===== config.mk =====
export PLATFORM = sky130hd
export DESIGN_NAME = shift_execute_stage
export DESIGN_NICKNAME = d
export VERILOG_FILES = /design/src/rtl/shift_execute_stage.sv
export SDC_FILE = /design/constraint.sdc
export NUM_CORES = 1
export LEC_CHECK = 0
export ABC_AREA = 1
export CAP_MARGIN = 30
export CORE_MARGIN = 2
export CORE_UTILIZATION = 45
export DETAILED_ROUTE_END_ITERATION = 8
export HOLD_SLACK_MARGIN = 0.06
export PLACE_DENSITY = 0.75
export SLEW_MARGIN = 25
export SYNTH_ARGS = -nofsm -noshare
export SYNTH_HDL_FRONTEND = slang
export SYNTH_SLANG_ARGS = --single-unit

===== constraint.sdc =====
create_clock -name clock -period 1.87 [get_ports clock]
set_clock_uncertainty 0.2 [all_clocks]
set_input_delay 0.4675 -clock clock [delete_from_list [all_inputs] [get_ports clock]]
set_output_delay 0.4675 -clock clock [all_outputs]
set_load 0.05 [all_outputs]

===== src/rtl/shift_execute_stage.sv =====
// Two-stage MIPS shift execute unit (sll/srl/sra and variable forms) with valid/ready flow control.
// S1 latches the decoded operation, S2 latches the result; only DATA_W=32 is supported.
module shift_execute_stage #(
  parameter int DATA_W = 32,
  parameter int RD_W   = 5
) (
  input  logic              clock,
  input  logic              resetn,
  input  logic              in_valid,
  output logic              in_ready,
  input  logic [5:0]        in_funct,
  input  logic [4:0]        in_shamt,
  input  logic [DATA_W-1:0] in_rs,
  input  logic [DATA_W-1:0] in_rt,
  input  logic [RD_W-1:0]   in_rd,
  output logic              out_valid,
  input  logic              out_ready,
  output logic [DATA_W-1:0] out_result,
  output logic [RD_W-1:0]   out_rd,
  output logic              out_illegal
);

  logic              r_s1Valid;
  logic [DATA_W-1:0] r_s1Value;
  logic [4:0]        r_s1Amt;
  logic              r_s1Right;
  logic              r_s1Arith;
  logic [RD_W-1:0]   r_s1Rd;
  logic              r_s1Illegal;

  logic              r_s2Valid;
  logic [DATA_W-1:0] r_s2Result;
  logic [RD_W-1:0]   r_s2Rd;
  logic              r_s2Illegal;

  logic              w_s2Ready;
  logic              w_useVar;
  logic              w_right;
  logic              w_arith;
  logic              w_illegal;
  logic [4:0]        w_amount;
  logic [DATA_W-1:0] w_revIn;
  logic [DATA_W-1:0] w_fillMask;
  logic [DATA_W-1:0] w_shl;
  logic [DATA_W-1:0] w_revOut;
  logic [DATA_W-1:0] w_result;

  assign w_s2Ready = !r_s2Valid || out_ready;
  assign in_ready  = !r_s1Valid || w_s2Ready;

  always_comb begin
    w_useVar  = 1'b0;
    w_right   = 1'b0;
    w_arith   = 1'b0;
    w_illegal = 1'b0;
    case (in_funct)
      6'b000000: ;
      6'b000010: w_right = 1'b1;
      6'b000011: begin w_right = 1'b1; w_arith = 1'b1; end
      6'b000100: w_useVar = 1'b1;
      6'b000110: begin w_useVar = 1'b1; w_right = 1'b1; end
      6'b000111: begin w_useVar = 1'b1; w_right = 1'b1; w_arith = 1'b1; end
      default:   w_illegal = 1'b1;
    endcase
    w_amount = w_useVar ? in_rs[4:0] : in_shamt;
  end

  // Right shifts reuse the left shifter on the bit-reversed value; the sign fill
  // enters at the LSB of the reversed word, which becomes the MSB after reversal.
  always_comb begin
    w_revIn  = '0;
    w_revOut = '0;
    for (int i = 0; i < DATA_W; i++) begin
      w_revIn[i] = r_s1Value[DATA_W-1-i];
    end
    w_fillMask = ~({DATA_W{1'b1}} << r_s1Amt);
    w_shl      = ((r_s1Right ? w_revIn : r_s1Value) << r_s1Amt)
               | ((r_s1Arith && r_s1Value[DATA_W-1]) ? w_fillMask : '0);
    for (int i = 0; i < DATA_W; i++) begin
      w_revOut[i] = w_shl[DATA_W-1-i];
    end
    w_result = r_s1Illegal ? '0 : (r_s1Right ? w_revOut : w_shl);
  end

  always_ff @(posedge clock or negedge resetn) begin
    if (!resetn) begin
      r_s1Valid   <= 1'b0;
      r_s1Value   <= '0;
      r_s1Amt     <= '0;
      r_s1Right   <= 1'b0;
      r_s1Arith   <= 1'b0;
      r_s1Rd      <= '0;
      r_s1Illegal <= 1'b0;
    end else if (in_ready) begin
      r_s1Valid <= in_valid;
      if (in_valid) begin
        r_s1Value   <= in_rt;
        r_s1Amt     <= w_amount;
        r_s1Right   <= w_right;
        r_s1Arith   <= w_arith;
        r_s1Rd      <= in_rd;
        r_s1Illegal <= w_illegal;
      end
    end
  end

  always_ff @(posedge clock or negedge resetn) begin
    if (!resetn) begin
      r_s2Valid   <= 1'b0;
      r_s2Result  <= '0;
      r_s2Rd      <= '0;
      r_s2Illegal <= 1'b0;
    end else if (w_s2Ready) begin
      r_s2Valid <= r_s1Valid;
      if (r_s1Valid) begin
        r_s2Result  <= w_result;
        r_s2Rd      <= r_s1Rd;
        r_s2Illegal <= r_s1Illegal;
      end
    end
  end

  assign out_valid   = r_s2Valid;
  assign out_result  = r_s2Result;
  assign out_rd      = r_s2Rd;
  assign out_illegal = r_s2Illegal;

endmodule


==> metrics.yaml, run 1 <==
status: "complete, but fails checks"
violations: "setup timing"
cellPowerDensity_mw_per_mm2: 1150
dp_slack_ns: -0.279
dpl.cell_count: 1246
design_area_mm2: 0.00879
wl_met3_um: 1580
via_per_inst: 5.54
arrival_ns: 2.07
grt_setup_unrepaired: "true"
fin_nets: 1174
setup_tns_ns: -3.79
firstDrtPassIters: 6
core_mm2: 0.0127
critical_path_class: "reg2reg"
nFillCells: 1115
wl_met1_um: 8450
drive_gt1_share_pct: 22.5
htreeDepth: 3
top_layer_used: "met4"
grt_usage_pct: 29.0
io_pins: 124
n_antenna_cell: 0
final-seq-area_mm2: 0.00213
layout.cells.non_filler: 1267
cts_buffers: 9
cts_buffer_depth: 2
clock-root-buffer: "clkbuf_16"
seq_area_frac_synth_pct: 36.1
setup_ws_ns: -0.165
layout_commonest_cell: "nand2_1"
grt_pass1_wl_um: 32800
finalCriticalPeriod_ns: 2.03
synth_cell_type_count: 23
antenna_found_initial: 0
cp_slowest_stage_delay_ns: 0.46
drt_wl_total_um: 20100
ys_warn_count: 0
tightestPinTransition_ns: 0.425
syn2layout_area_growth_pct: 49.3
cts_tree: "done"
dr_wl_met2_um: 9340
cp-end-kind: "flop"
syn_area_mm2: 0.00589
postRouteAntennaNets: 0
placed_cell_area_mm2: 0.00799
cp.required_ns: 1.91
wire_per_inst_um: 15.9
path_cells: "buf_12 > nand2_2 > nand3_2 > nand3_2 > nand3_2 > nand2_2 > nand2_1 > buf_4 > nand3_1 > nand3_1 > nand3_1 > nand2_1"
drt_iter0_drc: 656
critPathMaxFanout: 34
rows: 41
overflow: 0
maxCapViolations: 0
hpwl_um: 14800
remaining_drc_errors: 0
syn_area_per_cell_um2: 6.20
via_count: 7018
cpMaxStageDelayCell: "dfrtp_2"
port_buffers: 96
die_h_um: 118
most-common-layout-cells: "nand2_1, nand3_1, dfrtp_1"
relSlewSlack_pct: 71.6
max_freq_ghz: 0.491
hold_path_class: "reg2reg"
routabilityCongestion: 1.03
ir_worst_vdd_mv: 0.909
report.final.slew_viol_count: 0
p_leak_nw: 4.44
clkSlewWorstSetupHoldPaths_ns: 0.06
cts_sinks: 85
clk_latency_ns: 0.35
grt_max_degree: 44
fin_crit_sh_pct: 109
multi_input_area_mm2: 0.00375
start_util_pct: 46.3
fin_util_pct: 69.1
finalSetupViolCount: 32
cp-start-kind: "flop"
grt_pass1_vias: 6713
ys_seq_elements: 85
synthCells: 950
die_x_um: 118
hold_viol: 0
die_area_mm2: 0.0140
synth_nets: 1034
[power breakdown]
part           internal [mW]  leakage (nW)  switching [mW]
Sequential              2.22          1.07           0.413
Clock                   1.08         0.146           0.768
Combinational           2.32          3.23            3.30
Total                   5.61          4.44            4.48
[area by class of cell]
cell class	instances	share of cell area (%)
multi-input cells	764	42.6
flip-flops and latches	85	24.2
well taps	172	2.45
repair buffers	183	25.1
inverters	47	2.15
clock inverters	5	0.683
clock buffers	11	2.76
[synthesized netlist by cell type]
cell type | count | area share [%]
nor3_1 | 1 | 0.085
a211oi_1 | 1 | 0.13
nor2_2 | 4 | 0.42
buf_1 | 9 | 0.57
a21oi_1 | 9 | 0.76
o21ai_0 | 39 | 3.3
clkbuf_1 | 21 | 1.3
buf_2 | 18 | 1.5
nand4_1 | 5 | 0.53
inv_1 | 42 | 2.7
buf_6 | 3 | 0.57
nand2_2 | 1 | 0.11
inv_2 | 4 | 0.25
nand3_1 | 259 | 22
o31ai_1 | 4 | 0.51
nand2_1 | 387 | 25
o22ai_1 | 6 | 0.64
o211ai_1 | 3 | 0.38
buf_4 | 3 | 0.38
dfrtp_1 | 85 | 36
clkinv_1 | 1 | 0.064
o21ai_1 | 5 | 0.42
nor2_1 | 40 | 2.5
[critical path, delay by kind of cell (launching register included)]
family	cells	cell delay, ns
buffers and inverters	2	0.32
flip-flops	1	0.46
AND/OR/NAND/NOR	10	0.92
[worst paths after layout]
check	from	end	slack, ns	depth (start not counted)
worst max-delay path	r_s1Right	out_result[14]	-0.16	12
worst min-delay path	r_s1Arith	r_s1Arith	0.29	2
worst max register to register	r_s1Right	out_result[14]	-0.16	12
worst min register to register	r_s1Arith	r_s1Arith	0.29	2
max in group asynchronous	resetn	out_result[28]	0.68	3
min in group asynchronous	resetn	out_result[22]	0.33	2
[cell families after synthesis]
logic type	share of synthesized area (%)
AO/OA/AOI/OAI	6.16
AND/OR/NAND/NOR	50.4
flip-flops	36.1
buffers and inverters	7.39
[stage by stage]
stage                     hold slack (ns)  power, mW
after floorplan                   -0.0281       5.43
after global placement              0.150       7.75
after detailed placement            0.154       7.81
after CTS                           0.292       9.87
after global routing                0.344       10.7
final                               0.294       10.1
[registers in the layout, indices dropped and copies added, names as in the netlist]
signal / cells
out_result: 32
r_s1Value: 32
out_rd: 5
r_s1Amt: 5
r_s1Rd: 5
out_illegal: 1
out_valid: 1
r_s1Arith: 1
r_s1Illegal: 1
r_s1Right: 1
r_s1Valid: 1
[per-layer routing]
layer	vias to the layer above	GRT usage (%)
met1	3230	39.0
met2	327	45.2
met3	57	5.84
met5	-	0
met4	0	12.7
li1	3404	-
[timing repair]
action / 4_1_cts / 5_1_grt
setup endpoints to repair: 33 / 32
hold buffers: 1 / 0
gates resized for setup: 53 / 57
gates cloned: 1 / 1
endpoints found under the hold margin: 40 / 0
setup buffers: 2 / 0
pin swaps: 3 / 8
Note: power is estimated with default switching activity, not from simulation.
==> inputs of run 2 (changes only) <==
Settings changed: TNS_END_PERCENT set to 20.
==> run 2 against run 1 <==
The flow still finishes with violations (setup timing). Register-to-register slack about the same. First-iteration DRC count increased by 1.1%. Fmax about the same. Count of clock-buffer cells in the layout unchanged. Core utilization decreased by 1.5 points. Total power decreased by 1.6%. Global-route usage decreased by 0.051 points. Routed wire length decreased by 2.4%. Setup slack improved by 0.0011 ns. Combinational power decreased by 3%. Final cell count about the same. Non-clock buffer count decreased by 1.
==> metrics.yaml, run 2 (synthesis gave the netlist of run 1 again) <==
setup_ws_ns: -0.164  # was -0.165 ns
cts_tree: "done"  # unchanged
gr-usage-met1_pct: 38.7  # was 39.0%
report.final.slew_viol_count: 0  # unchanged
overflow: 0  # unchanged
fin_nets: 1173  # was 1174
maxCapViolations: 0  # unchanged
port_buffers: 96  # unchanged
dpl.cell_count: 1246  # unchanged
met3_usage_pct: 6.18  # was 5.84%
design_area_mm2: 0.00860  # was 0.00879 mm²
start_util_pct: 46.3  # unchanged
grt_setup_unrepaired: "true"  # unchanged
core_mm2: 0.0127  # unchanged
max_freq_ghz: 0.492  # was 0.491 GHz
layout.cells.non_filler: 1266  # was 1267
tightestPinTransition_ns: 0.423  # was 0.425 ns
htreeDepth: 3  # unchanged
via_per_inst: 5.47  # was 5.54
drt_iter0_drc: 663  # was 656
critPathMaxFanout: 34  # unchanged
antenna_found_initial: 0  # unchanged
fin_util_pct: 67.6  # was 69.1%
finalCriticalPeriod_ns: 2.03  # about the same
finalSetupViolCount: 32  # unchanged
grt_pass1_vias: 6718  # was 6713
layout_commonest_cell: "nand2_1"  # unchanged
grt_pass1_wl_um: 32800  # about the same
die_area_mm2: 0.0140  # unchanged
most-common-layout-cells: "nand2_1, nand3_1, dfrtp_1"  # unchanged
wire_per_inst_um: 15.5  # was 15.9 µm
routabilityCongestion: 1.03  # unchanged
syn2layout_area_growth_pct: 46.0  # was 49.3%
io_pins: 124  # unchanged
clk_latency_ns: 0.36  # was 0.35 ns
violations: "setup timing"  # unchanged
postRouteAntennaNets: 0  # unchanged
drt_wl_total_um: 19600  # was 20100 µm
fin_crit_sh_pct: 109  # about the same
final-seq-area_mm2: 0.00213  # unchanged
n_antenna_cell: 0  # unchanged
remaining_drc_errors: 0  # unchanged
setup_tns_ns: -3.41  # was -3.79 ns
dp_slack_ns: -0.279  # unchanged
clkSlewWorstSetupHoldPaths_ns: 0.07  # was 0.06 ns
cellPowerDensity_mw_per_mm2: 1160  # was 1150 mW/mm²
hold_path_class: "in2reg"  # was reg2reg
cts_sinks: 85  # unchanged
path_cells: "buf_12 > nand2_1 > nand3_2 > nand3_2 > nand3_2 > nand2_2 > nand2_1 > buf_4 > nand3_1 > nand3_1 > nand3_1 > nand2_1"  # was buf_12 > nand2_2 > nand3_2 > nand3_2 > nand3_2 > nand2_2 > nand2_1 > buf_4 > nand3_1 > nand3_1 > nand3_1 > nand2_1
nFillCells: 1150  # was 1115
drive_gt1_share_pct: 18.9  # was 22.5%
cp.required_ns: 1.91  # about the same
cts_buffer_depth: 2  # unchanged
grt_max_degree: 44  # unchanged
whs_ns: 0.232  # was 0.294 ns
cp-end-kind: "flop"  # unchanged
arrival_ns: 2.07  # about the same
rows: 41  # unchanged
ir_worst_vdd_mv: 0.911  # was 0.909 mV
hpwl_um: 14800  # unchanged
relSlewSlack_pct: 71.8  # was 71.6%
cp_slowest_stage_delay_ns: 0.45  # was 0.46 ns
die_x_um: 118  # unchanged
use_met2_pct: 44.8  # was 45.2%
cp_num_buf_inv: 2  # unchanged
critical_path_class: "reg2reg"  # unchanged
clock-root-buffer: "clkbuf_16"  # unchanged
status: "complete, but fails checks"  # unchanged
busiest_layer: "met2"  # unchanged
p_leak_nw: 4.37  # was 4.44 nW
die_h_um: 118  # unchanged
via_count: 6927  # was 7018
cp_top_family: "simple AND/OR/NAND/NOR gates"  # unchanged
cp-start-kind: "flop"  # unchanged
firstDrtPassIters: 7  # was 6
finalPower_mw: 9.94  # was 10.1 mW
hold_viol: 0  # unchanged
cpMaxStageDelayCell: "dfrtp_2"  # unchanged
cts_buffers: 9  # unchanged
placed_cell_area_mm2: 0.00799  # unchanged
multi_input_area_mm2: 0.00358  # was 0.00375 mm²
grt_usage_pct: 28.9  # was 29.0%
-- run 2: cell types whose count changed in the layout (fill, tap and decap cells not counted), sizes merged --
cell          delta
dlygate4sd2      -1
clkbuf           -1
dlymetal6s2s     +1
-- run 2: what timing repair did --
item                                    CTS  global route
gates cloned                              1             0
resized for setup                        27            42
endpoints found under the setup margin   33            33
hold buffers                              1             0
pin swaps                                 6             2
hold endpoints to repair                 40             0
buffers inserted                          2             0
-- run 2: worst register-to-register path, cell delays in order (launching register included) --
cell	delay, ns
dfrtp_2	0.45
buf_12	0.18
nand2_1	0.12
nand3_2	0.11
nand3_2	0.13
nand3_2	0.13
nand2_2	0.10
nand2_1	0.07
buf_4	0.13
nand3_1	0.09
nand3_1	0.07
nand3_1	0.09
nand2_1	0.05
-- run 2: final timing paths --
kind	startpoint	endpoint	slack (ns)	cells past startpoint
min	out_ready	r_s1Valid	0.23	4
min reg2reg	r_s1Arith	r_s1Arith	0.29	2
max reg2reg	r_s1Right	out_result[14]	-0.16	12
max in group asynchronous	resetn	out_result[28]	0.69	3
max	r_s1Right	out_result[14]	-0.16	12
min in group asynchronous	resetn	out_result[9]	0.33	2
-- run 2: routing by layer --
layer / part of all wire [%] / up-vias
met2: 45 / 259
met5: 0 / -
met4: 4.0 / 0
met3: 6.9 / 53
met1: 44 / 3206
li1: - / 3409
-- run 2: final cells by class --
class | instances | area share, %
Inverter | 47 | 2.17
Tap cell | 172 | 2.50
Clock inverter | 5 | 0.698
Timing Repair Buffer | 182 | 25.4
Sequential cell | 85 | 24.8
Clock buffer | 11 | 2.82
Multi-Input combinational cell | 764 | 41.6
-- run 2: power breakdown --
part           total [mW]  internal (mW)  leakage (nW)  switching (mW)
logic                5.46           2.26          3.16            3.20
clock network        1.84           1.08         0.146           0.768
registers            2.63           2.22          1.07           0.410
total                9.94           5.56          4.37            4.38
